==> config.mk <==
export PLATFORM = sky130hd
export DESIGN_NAME = decoder_scan_nxm
export DESIGN_NICKNAME = d
export VERILOG_FILES = /design/src/rtl/decoder_scan_nxm_pkg.sv /design/src/rtl/decoder_scan_nxm_prescaler.sv /design/src/rtl/decoder_scan_nxm.sv
export SDC_FILE = /design/constraint.sdc
export NUM_CORES = 1
export LEC_CHECK = 0
export BUFFER_PORTS_ARGS = -buffer_cell sky130_fd_sc_hd__clkbuf_2
export CAP_MARGIN = 20
export CORE_UTILIZATION = 50
export DETAILED_ROUTE_END_ITERATION = 7
export HOLD_SLACK_MARGIN = 0.06
export PLACE_DENSITY = 0.79
export SYNTH_ARGS = -nofsm -noshare
export SYNTH_HDL_FRONTEND = slang
export SYNTH_SLANG_ARGS = --single-unit
==> constraint.sdc <==
create_clock -name clk -period 1.88 [get_ports clk]
set_clock_uncertainty 0.2 [all_clocks]
set_input_delay 0.188 -clock clk [delete_from_list [all_inputs] [get_ports clk]]
set_output_delay 0.188 -clock clk [all_outputs]
set_load 0.02 [all_outputs]
==> src/rtl/decoder_scan_nxm_pkg.sv <==
// Shared definitions for the scanning one-hot decoder: state encodings,
// mode constants and the onehot() helper used by decoder_scan_nxm.
package decoder_scan_nxm_pkg;

   typedef enum logic [1:0] {
      ST_IDLE   = 2'd0,
      ST_DIRECT = 2'd1,
      ST_SCAN   = 2'd2
   } state_t;

   localparam logic MODE_DIRECT = 1'b0;
   localparam logic MODE_SCAN   = 1'b1;

   // Widest decoder supported is ADDR_W=5, so a 32-bit result covers every build;
   // callers truncate to NUM_OUT bits. Out-of-range indices decode to all zeros.
   function automatic logic [31:0] onehot(input logic [4:0] index, input int num_out);
      logic [31:0] r;
      r = '0;
      if (int'(index) < num_out) r[index] = 1'b1;
      return r;
   endfunction

endpackage : decoder_scan_nxm_pkg

==> src/rtl/decoder_scan_nxm_prescaler.sv <==
// Scan-rate prescaler: counts 0..PRESCALE-1 while run=1 and flags the
// terminal count with a single-cycle tick. clr or rst restarts the count.
module decoder_prescaler #(
   parameter int PRESCALE = 4
) (
   input  logic clk,
   input  logic rst,
   input  logic clr,
   input  logic run,
   output logic tick
);

   localparam int            CW   = (PRESCALE > 1) ? $clog2(PRESCALE) : 1;
   localparam logic [CW-1:0] TERM = CW'(PRESCALE - 1);

   logic [CW-1:0] cnt;

   // With PRESCALE=1 the count is pinned at 0, so tick fires every running cycle.
   assign tick = run && (cnt == TERM);

   always_ff @(posedge clk) begin
      if (rst || clr) begin
         cnt <= '0;
      end else if (run) begin
         if (tick) cnt <= '0;
         else      cnt <= cnt + CW'(1);
      end
   end

endmodule : decoder_prescaler

==> src/rtl/decoder_scan_nxm.sv <==
// Registered ADDR_W-to-NUM_OUT one-hot decoder with direct and scan modes.
// Build option: define DECODER_ACTIVE_LOW_EN for an active-low D output.
module decoder_scan_nxm
   import decoder_scan_nxm_pkg::*;
#(
   parameter int ADDR_W   = 2,
   parameter int NUM_OUT  = 4,
   parameter int PRESCALE = 4
) (
   input  logic               clk,
   input  logic               rst,
   input  logic               en,
   input  logic               mode,
   input  logic               load,
   input  logic [ADDR_W-1:0]  addr,
   output logic [NUM_OUT-1:0] D,
   output logic [ADDR_W-1:0]  sel_idx,
   output logic               wrap,
   output logic               err
);

`ifdef DECODER_ACTIVE_LOW_EN
   localparam logic [NUM_OUT-1:0] INACTIVE = '1;
`else
   localparam logic [NUM_OUT-1:0] INACTIVE = '0;
`endif

   localparam logic [ADDR_W:0]   NUM_OUT_V = (ADDR_W + 1)'(NUM_OUT);
   localparam logic [ADDR_W-1:0] LAST_IDX  = ADDR_W'(NUM_OUT - 1);

   state_t              state, nxt;
   logic [NUM_OUT-1:0]  d_hi_nxt;
   logic [ADDR_W-1:0]   sel_nxt;
   logic                wrap_nxt, err_nxt;

   logic [NUM_OUT-1:0]  oh_addr, oh_sel, oh_step, oh_zero;
   logic [ADDR_W-1:0]   step_idx;
   logic                addr_ok;
   logic                scan_run, scan_tick;

   assign addr_ok  = ({1'b0, addr} < NUM_OUT_V);
   assign step_idx = (sel_idx == LAST_IDX) ? '0 : sel_idx + ADDR_W'(1);
   assign oh_addr  = NUM_OUT'(onehot(5'(addr), NUM_OUT));
   assign oh_sel   = NUM_OUT'(onehot(5'(sel_idx), NUM_OUT));
   assign oh_step  = NUM_OUT'(onehot(5'(step_idx), NUM_OUT));
   assign oh_zero  = NUM_OUT'(onehot(5'd0, NUM_OUT));

   // The prescaler only runs while the FSM stays in SCAN; the entry edge clears it.
   assign scan_run = (state == ST_SCAN) && (nxt == ST_SCAN);

   decoder_prescaler #(
      .PRESCALE (PRESCALE)
   ) u_prescaler (
      .clk  (clk),
      .rst  (rst),
      .clr  (!scan_run),
      .run  (scan_run),
      .tick (scan_tick)
   );

   always_ff @(posedge clk) begin
      if (rst) state <= ST_IDLE;
      else     state <= nxt;
   end

   always_comb begin
      nxt      = state;
      d_hi_nxt = D ^ INACTIVE;
      sel_nxt  = sel_idx;
      wrap_nxt = 1'b0;
      err_nxt  = 1'b0;

      if (!en)                       nxt = ST_IDLE;
      else if (mode == MODE_DIRECT)  nxt = ST_DIRECT;
      else                           nxt = ST_SCAN;

      case (nxt)
         ST_IDLE: begin
            d_hi_nxt = '0;
         end
         ST_DIRECT: begin
            // A load on the entry edge takes precedence over resuming the old index.
            if (load) begin
               if (addr_ok) begin
                  sel_nxt  = addr;
                  d_hi_nxt = oh_addr;
               end else begin
                  d_hi_nxt = '0;
                  err_nxt  = 1'b1;
               end
            end else if (state != ST_DIRECT) begin
               d_hi_nxt = oh_sel;
            end
         end
         ST_SCAN: begin
            if (state != ST_SCAN) begin
               sel_nxt  = '0;
               d_hi_nxt = oh_zero;
            end else if (scan_tick) begin
               sel_nxt  = step_idx;
               d_hi_nxt = oh_step;
               wrap_nxt = (sel_idx == LAST_IDX);
            end
         end
         default: begin
            d_hi_nxt = '0;
         end
      endcase
   end

   // Polarity is folded in before the register so D comes straight from a flop.
   always_ff @(posedge clk) begin
      if (rst) begin
         D       <= INACTIVE;
         sel_idx <= '0;
         wrap    <= 1'b0;
         err     <= 1'b0;
      end else begin
         D       <= d_hi_nxt ^ INACTIVE;
         sel_idx <= sel_nxt;
         wrap    <= wrap_nxt;
         err     <= err_nxt;
      end
   end

endmodule : decoder_scan_nxm
==> key figures, run 1 <==
Critical path
  • Crit end category: flip-flop
  • Worst path required time: 1840 ps
  • Crit-path max FO: 8
  • CP max-delay cell: nand4bb_1
  • WS Path Type: flip-flop to flip-flop
  • CP max stage delay: 360 ps
  • Critical path cell sequence: ha_1 -> nand4bb_1 -> and2_4 -> a311oi_1
  • Worst EP arrival: 1640 ps
  • CP startpoint kind: flip-flop

Synthesis
  • Gate Count Post-Synth: 69
  • Synth Net Count: 82
  • Most frequent cell after synthesis: dfxtp_1
  • Register area share after synthesis: 33.6%
  • Avg Inst Size Synth: 9.50 µm²
  • Total of warnings raised by yosys: 0
  • Post-synth top cells: dfxtp_1, ha_1, a21oi_1
  • Mapped Area: 656 µm²
  • Synth cell types: 33
  • Cell accounting for the most synthesized area: dfxtp_1
  • Top-area cell type share of the netlist area: 33.6%
  • Post-synth EDFFs: 0
  • Synth Flop Type: dfxtp_1
  • FF+latch count, synth: 11
  • Top cells by area, synth: dfxtp_1, ha_1, and2b_2, a21oi_1, and3b_2
  • Async SR Flop Fraction: 0%

Floorplan
  • Die area: about 1500 µm²
  • Die W: 38.2 µm
  • Row count: 12
  • Num ports: 15
  • Chip height: 38.2 µm
  • Initial Utilization: between 50% and 60%
  • Area of the core: 1160 µm²

Pwr
  • Peak supply drop: roughly 460 µV
  • Leak pwr: 0.338 nW
  • Pwr dens: 643 nW/µm²

Routing
  • Vias: 559
  • Final WL: 1.28 mm
  • Routed Antenna Nets: 0
  • DRC: 0
  • DR vias/cell: 5.65
  • DR iter-0 viols: 13
  • WL per Instance: 12.9 µm
  • First-pass DRT Iterations: 4

Placed design
  • Count of port buffers added during placement: 13
  • Routability cong.: 0.760
  • HPWL after DPL: 992 µm

Global route
  • Initial antenna violation count: 0
  • First-pass GRT wire length: 2.08 mm
  • Overall fraction of global-route tracks in use: 20.5%
  • Grt ovf: 0
  • Pin count of the biggest net entering global routing: 11
  • Vias in the first global route: 481

Outcome
  • Status: finished clean

STA
  • Crit path time final: approximately 1700 ps
  • Max-slew violations: 0
  • Hold Violations, Final: 0
  • Final setup viols: 0
  • Achievable frequency: 598 MHz
  • RSZ-0062 raised after global routing: false
  • Setup tns final: 0 ps
  • WHS: around 73 ps
  • Fin crit share: around 90%

Finish
  • Fin nets: 99
  • N_diodes: 0
  • Area of the multi-input gates: 417 µm²
  • Area delta synth->final: 16.4%
  • Share of post-route cells with drive strength above 1: a little under a third
  • Fill cells: 110
  • Storage element area: 220 µm²

Clock network
  • Worst-path clk slew: ~70 ps
  • Sink Count: 11
  • Skew-Pair Late Insertion Delay: 270 ps
  • H-tree depth: 1
  • Max clock buf depth: 2
  • CTS tree: yes
  • TritonCTS Buffers: 3
  • Root Driver: clkbuf_4

Min path
  • Hold Crit Class: input port to flip-flop

Flow run
  • Max-cap check violation count: 0
[critical path: cells and delay by family, from the launching register on]
family / cells / cell delay [ps]
AOI/OAI and AO/OA: 1 / 210
adders and majority gates: 1 / 210
DFF: 1 / 320
and+or+nand+nor: 2 / 630
[layout by cell type (no fill, tap or decap), types with 2 or more instances in the layout]
| master | instances |
|---|---|
| and3b_2 | 2 |
| a21oi_1 | 5 |
| a211oi_1 | 2 |
| a311oi_1 | 2 |
| o21ai_0 | 3 |
| and2b_2 | 4 |
| nand2_1 | 4 |
| clkbuf_4 | 3 |
| nor2b_1 | 2 |
| inv_1 | 2 |
| clkbuf_2 | 13 |
| dfxtp_1 | 11 |
| nor2_1 | 3 |
| and2_1 | 2 |
| ha_1 | 6 |
| a22oi_1 | 2 |
[logic make-up (layout without fill, tap and decap cells)]
family | Yosys count | in the layout | share of synthesized area (%)
other cells | 1 | 1 | 0.572
fa+ha+maj | 6 | 6 | 11.5
simple gates | 29 | 29 | 32.1
flops | 11 | 11 | 33.6
compound gates | 18 | 18 | 19.5
buf+inv | 4 | 20 | 2.86
[registers in the layout (all words and copies together), names as in the netlist]
name	count
D	4
sel_idx	2
state	2
u_prescaler.cnt	2
wrap	1
[final timing paths]
kind / from / to / slack (ps) / cells after the start
max reg2reg: u_prescaler.cnt[0] / D[1] / 210 / 4
max: u_prescaler.cnt[0] / D[1] / 210 / 4
min: en / state[1] / 70 / 3
min reg2reg: u_prescaler.cnt[0] / u_prescaler.cnt[0] / 240 / 1
[timing repair]
action / CTS / global route
setup buffers: 0 / 0
hold endpoints to repair: 5 / 0
endpoints found under the setup margin: 0 / 1
hold buffers: 1 / 0
resized for setup: 0 / 1
[metal layers]
metal / GRT usage, % / vias up / share of wire, %
li1: - / 287 / -
met1: 26.1 / 258 / 47
met2: 32.6 / 12 / 48
met3: 5.23 / 2 / 3.6
met4: 8.04 / 0 / 0.78
met5: 0 / - / 0
[layout make-up]
class | count | area share (%)
Inverter | 2 | 0.984
Multi-Input combinational cell | 54 | 54.6
Sequential cell | 11 | 28.9
Clock buffer | 4 | 3.44
Timing Repair Buffer | 14 | 9.84
Tap cell | 14 | 2.30
[metrics by stage]
step | total power [mW] | worst slack (ps) | utilization (%) | instances | cell area, µm²
after floorplan | 0.308 | 186 | - | 69 | 656
after global placement | 0.335 | 200 | 62.9 | 94 | 727
after detailed placement | 0.338 | 197 | 62.9 | 94 | 727
after CTS | 0.493 | 168 | 66.0 | 99 | 763
after global routing | 0.518 | 72.4 | 66.0 | 99 | 763
final | 0.491 | 207 | 66.0 | 99 | 763
[power breakdown]
part           internal, mW  total [mW]  leakage (nW)  switching (mW)
registers             0.241       0.250        0.0897         0.00890
clock network        0.0819       0.156        0.0150          0.0739
logic                0.0376      0.0850         0.233          0.0474
total                 0.361       0.491         0.338           0.130
Power figures use the tool's default switching activity.
==> inputs of run 2 (changes only) <==
- clock period: 1.88 -> 1.8 ns (I/O delays scaled with it)
==> key figures, run 2 (synthesis gave the netlist of run 1 again) <==
Outcome
  • Status: finished clean

Clock network
  • Post-CTS setup buffers: 0 (unchanged)
  • H-tree depth: 1 (unchanged)
  • TritonCTS Buffers: 3 (unchanged)
  • CTS tree: yes
  • Root Driver: clkbuf_4
  • Worst-path clk slew: 70 ps (about the same)
  • Skew-Pair Late Insertion Delay: 280 ps (about the same)
  • Sink Count: 11 (unchanged)
  • Max clock buf depth: 2 (unchanged)

Placed design
  • Cells after DPL: 95 (+1.1%)
  • Routability cong.: 0.778 (+2.3%)
  • Count of port buffers added during placement: 13 (unchanged)
  • Worst slack at placement: 151 ps (-46.7 ps)
  • HPWL after DPL: 966 µm (-2.6%)

Routing
  • Routed Antenna Nets: 0 (unchanged)
  • Final WL: 1.41 mm (+11%)
  • Met2 wire len: 664 µm (+7.6%)
  • DR iter-0 viols: 25 (+12)
  • DRC: 0 (unchanged)
  • First-pass DRT Iterations: 4 (unchanged)
  • Met3 routed WL: 79 µm (+72%)
  • M1 WL: 626 µm (+4.0%)
  • Vias: 600 (+7.3%)
  • DR vias/cell: 5.88 (+4.2%)
  • Top Layer Used: met4
  • WL per Instance: 13.9 µm (+7.4%)

Pwr
  • Peak supply drop: 405 µV (-12%)
  • Total Power: 0.529 mW (+7.8%)
  • Pwr dens: 669 nW/µm² (+4.1%)
  • Leak pwr: 0.353 nW (+4.6%)

Critical path
  • CP max stage delay: 400 ps (+40 ps)
  • CP max-delay cell: nand4bb_1
  • Crit-path max FO: 8 (unchanged)
  • Worst EP arrival: 1710 ps (+70 ps)
  • Worst path required time: 1790 ps (-50 ps)
  • WS Path Type: flip-flop to flip-flop
  • Crit end category: flip-flop
  • CP startpoint kind: flip-flop
  • Critical path cell sequence: ha_1 -> nand4bb_1 -> and2_4 -> a311oi_2

Global route
  • Grt ovf: 0 (unchanged)
  • Overall fraction of global-route tracks in use: 23.6% (+3.0 points)
  • Vias in the first global route: 557 (+16%)
  • First-pass GRT wire length: 2.35 mm (+13%)
  • Pin count of the biggest net entering global routing: 11 (unchanged)
  • Initial antenna violation count: 0 (unchanged)

Flow run
  • Max-cap check violation count: 0 (unchanged)

Finish
  • Commonest non-fill, non-tap cell in the layout: clkbuf_2
  • Commonest non-fill, non-tap cells in the layout: clkbuf_2, dfxtp_1, ha_1, a21oi_1
  • Post-Layout Cell Count: 102 (+3.0%)
  • Fin nets: 102 (+3.0%)
  • Largest register FFs: 4 (unchanged)
  • N_diodes: 0 (unchanged)
  • Area delta synth->final: 20.6%
  • Share of post-route cells with drive strength above 1: 30.7% (+0.094 points)
  • Fill cells: 100 (-9.1%)
  • Most flops, register: D

STA
  • Final setup viols: 0 (unchanged)
  • Max-slew violations: 0 (unchanged)
  • WHS: 90.7 ps (+17.3 ps)
  • Setup tns final: 0 ps (unchanged)
  • Achievable frequency: 583 MHz (-2.5%)
  • Crit path time final: 1720 ps (+42.7 ps)
  • Post-layout worst setup margin: 84.3 ps (-123 ps)
  • Fin crit share: 95.3% (+6.3 points)
  • Hold Violations, Final: 0 (unchanged)
  • RSZ-0062 raised after global routing: false

Floorplan
  • Initial Utilization: 56.7% (unchanged)
  • Chip height: 38.2 µm (unchanged)
  • Die W: 38.2 µm (unchanged)
  • Row count: 12 (unchanged)
  • Die area: 1460 µm² (unchanged)
  • Area of the core: 1160 µm² (unchanged)
  • Num ports: 15 (unchanged)

Min path
  • Hold Crit Class: input port to flip-flop
-- run 2: changes by cell type in the layout (fill, tap and decap cells not counted), sizes merged --
cell,change
buf,+1
dlygate4sd3,+2
-- run 2: metal layers --
| metal | GRT usage (%) | vias up |
|---|---|---|
| li1 | - | 297 |
| met1 | 27.2 | 280 |
| met2 | 37.3 | 19 |
| met3 | 7.56 | 4 |
| met4 | 14.3 | 0 |
| met5 | 0 | - |
-- run 2: metrics by stage --
step / utilization, % / area [µm²]
finish: 68.4 / 791
detailed placement: 63.5 / 734
global route: 68.4 / 791
global placement: 63.5 / 734
CTS: 68.4 / 791
floorplan: - / 656
-- run 2: layout make-up --
cell class / instances / area, µm² / share of cell area, %
Multi-Input combinational cell: 54 / 417 / 52.7
Sequential cell: 11 / 220 / 27.8
Timing Repair Buffer: 17 / 103 / 13.0
Clock buffer: 4 / 26.3 / 3.32
Tap cell: 14 / 17.5 / 2.22
Inverter: 2 / 7.51 / 0.949
-- run 2: path summary, 6_finish.rpt --
kind                      start                  to  slack [ps]  depth (start not counted)
min                        mode  u_prescaler.cnt[0]          90                          3
min reg2reg  u_prescaler.cnt[0]  u_prescaler.cnt[0]         230                          1
max          u_prescaler.cnt[0]                D[2]          80                          4
max reg2reg  u_prescaler.cnt[0]                D[2]          80                          4
-- run 2: worst max-delay path, delay by kind of cell, from the launching register on --
family          cells  cell delay (ps)
fa+ha+maj           1              210
simple gates        2              690
flops               1              320
compound gates      1              210
-- run 2: where the power goes --
part | internal [mW] | leakage [nW] | switching (mW)
combinational | 0.0436 | 0.249 | 0.0537
sequential | 0.252 | 0.0897 | 0.00760
clock | 0.0860 | 0.0150 | 0.0864
total | 0.382 | 0.353 | 0.148
-- run 2: timing repair --
action,CTS,global route
hold buffers,3,0
hold endpoints to repair,6,0
endpoints found under the setup margin,0,1
resized for setup,0,1
==> inputs of run 3 (changes only) <==
- CORE_UTILIZATION: 50 -> 51
- PLACE_DENSITY: 0.79 -> 0.8
- SYNTH_HIERARCHICAL: default -> 1
==> key figures, run 3 <==
Clock network
  • Skew-Pair Late Insertion Delay: 270 ps (about the same)
  • H-tree depth: 1 (unchanged)
  • Max clock buf depth: 2 (unchanged)
  • Worst-path clk slew: 70 ps (about the same)
  • Post-CTS setup buffers: 0 (unchanged)
  • TritonCTS Buffers: 3 (unchanged)
  • Sink Count: 11 (unchanged)
  • CTS tree: yes
  • Root Driver: clkbuf_4

STA
  • Hold Violations, Final: 0 (unchanged)
  • Max-slew violations: 0 (unchanged)
  • WHS: 140 ps (+49.5 ps)
  • Final setup viols: 0 (unchanged)
  • Post-layout worst setup margin: 58.4 ps (-25.9 ps)
  • Fin crit share: 96.8% (+1.4 points)
  • Achievable frequency: 574 MHz (-1.5%)
  • Crit path time final: 1740 ps (+25.9 ps)
  • Setup tns final: 0 ps (unchanged)

Synthesis
  • Async SR Flop Fraction: 0% (unchanged)
  • Post-synth top cells: dfxtp_1, ha_1, a21oi_1, nand2_1, nand2b_1
  • Gate Count Post-Synth: 76 (+10%)
  • Post-synth EDFFs: 0 (unchanged)
  • Synth Flop Type: dfxtp_1
  • Synth Net Count: 89 (+8.5%)
  • Top-area cell type share of the netlist area: 31.9% (-1.7 points)
  • Cell accounting for the most synthesized area: dfxtp_1
  • Avg Inst Size Synth: 9.09 µm² (-4.4%)
  • Most frequent cell after synthesis: dfxtp_1
  • Register area share after synthesis: 31.9% (-1.7 points)
  • FF+latch count, synth: 11 (unchanged)
  • Total of warnings raised by yosys: 6 (+6)
  • Synth cell types: 31 (-6.1%)
  • Mapped Area: 691 µm² (+5.3%)
  • Top cells by area, synth: dfxtp_1, ha_1, nand2b_1, nand3b_1, a311oi_1

Min path
  • Hold path startpoint: en
  • Hold Crit Class: input port to flip-flop

Placed design
  • Routability cong.: 0.789 (+1.4%)
  • Count of port buffers added during placement: 13 (unchanged)
  • Worst slack at placement: 31.4 ps (-119 ps)
  • Cells after DPL: 105 (+11%)
  • Area after DPL: 785 µm² (+6.8%)
  • HPWL after DPL: 1.03 mm (+6.9%)

Pwr
  • Sw Ratio: 28.1% (+0.23 points)
  • Pwr dens: 621 nW/µm² (-7.2%)
  • Leak pwr: 0.366 nW (+3.6%)
  • Total Power: 0.543 mW (+2.5%)
  • P_sw: 0.153 mW (+3.3%)
  • Combinational Power Share: 20.9% (+2.5 points)
  • Cell Int Power: 0.390 mW (+2.2%)
  • Clock network power share: 31.5% (-1.1 points)
  • Sequential share of power: 47.6% (-1.4 points)
  • Peak supply drop: 547 µV (+35%)

Global route
  • Overall fraction of global-route tracks in use: 23.2% (-0.39 points)
  • First-pass GRT wire length: 2.31 mm (-1.5%)
  • Vias in the first global route: 508 (-8.8%)
  • Grt ovf: 0 (unchanged)
  • Pin count of the biggest net entering global routing: 11 (unchanged)
  • Initial antenna violation count: 0 (unchanged)

Routing
  • DR iter-0 viols: 18 (-28%)
  • DR vias/cell: 5.52 (-6.1%)
  • Vias: 624 (+4.0%)
  • WL per Instance: 13.2 µm (-4.4%)
  • Routed Antenna Nets: 0 (unchanged)
  • DRC: 0 (unchanged)
  • Final WL: 1.50 mm (+5.9%)
  • First-pass DRT Iterations: 4 (unchanged)

Finish
  • Post-Layout Cell Count: 113 (+11%)
  • Core Util, Final: 73.6% (+5.2 points)
  • Share of post-route cells with drive strength above 1: 28.3% (-2.4 points)
  • Commonest non-fill, non-tap cells in the layout: clkbuf_2, dfxtp_1, ha_1, buf_4
  • Fill cells: 87 (-13%)
  • Most flops, register: D
  • Largest register FFs: 4 (unchanged)
  • Commonest non-fill, non-tap cell in the layout: clkbuf_2
  • Fin nets: 113 (+11%)
  • Area delta synth->final: 26.4%
  • N_diodes: 0 (unchanged)
  • Final Cell Area: 873 µm² (+10%)

Critical path
  • CP startpoint kind: flip-flop
  • Crit-path leading delay family: simple AND/OR/NAND/NOR gates
  • Crit-path max FO: 5 (-3)
  • R2R Path Start: state[0]
  • CP max stage delay: 380 ps (-20 ps)
  • Critical path cell sequence: nand4b_1 -> inv_1 -> and2_1 -> nand4bb_4 -> and2_4 -> a311oi_1
  • CP max-delay cell: dfxtp_1
  • Buf/Inv on CP: 1 (+1)
  • Worst EP arrival: 1720 ps (about the same)
  • Worst path required time: 1780 ps (about the same)
  • Crit end category: flip-flop
  • Setup crit start: state[0]
  • WS Path Type: flip-flop to flip-flop

Floorplan
  • Chip height: 38.8 µm (+1.5%)
  • Num ports: 15 (unchanged)
  • Die area: 1510 µm² (+3.1%)
  • Die W: 38.8 µm (+1.5%)
  • Initial Utilization: 58.2% (+1.5 points)
  • Row count: 12 (unchanged)
  • Area of the core: 1190 µm² (+2.6%)

Outcome
  • Status: finished clean

Flow run
  • Max-cap check violation count: 0 (unchanged)
[run 3: cell types whose count changed in the layout (fill, tap and decap cells not counted), moves of 3 or more]
cell,previous run,this run
nand3b_1,1,4
buf_4,1,6
o21ai_0,3,0
nand2b_1,1,5
and2b_2,4,0
a21o_1,0,3
[run 3: power groups by stage]
stage	Sequential [mW]	Clock (mW)	Combinational, mW
floorplan	0.274	0	0.0571
global placement	0.262	0	0.0994
detailed placement	0.263	0	0.101
CTS	0.257	0.174	0.108
global route	0.260	0.187	0.125
finish	0.258	0.171	0.113
[run 3: final cells by class]
type | instances | area, µm² | area share, %
sequential | 11 | 221 | 25.4
tap | 14 | 17.5 | 2.01
inverter | 3 | 11.3 | 1.29
multi-input combinational | 58 | 447 | 51.1
timing repair buffer | 23 | 150 | 17.2
clock buffer | 4 | 26.3 | 3.01
[run 3: final timing paths]
| path | to | slack (ps) | depth (start not counted) |
|---|---|---|---|
| worst max-delay path | D[3] | 60 | 6 |
| worst max register to register | D[3] | 60 | 6 |
| worst min-delay path | wrap | 140 | 4 |
| worst min register to register | u_prescaler/cnt[0] | 310 | 2 |
[run 3: layer usage]
layer  global-route usage [%]  vias up  wire, µm
li1                         -      322         -
met1                     27.8      284       662
met2                     37.5       18       770
met3                     10.4        0        64
met4                     5.17        0         0
met5                        0        -         0
[run 3: cells by family after synthesis]
family / share of synthesized area, %
other: 0.543
and+or+nand+nor: 28.4
AOI/OAI and AO/OA: 20.3
DFF: 31.9
buffers and inverters: 6.52
muxes: 1.45
adders and majority gates: 10.9
[run 3: repair_timing]
action / in CTS / in global routing
gates resized for setup: 0 / 4
hold endpoints to repair: 8 / 0
endpoints found under the setup margin: 0 / 6
hold buffers: 4 / 0
[run 3: worst reg2reg max path: stages (launching register included)]
cell,delay (ps)
dfxtp_1,380
nand4b_1,150
inv_1,60
and2_1,150
nand4bb_4,260
and2_4,180
a311oi_1,270
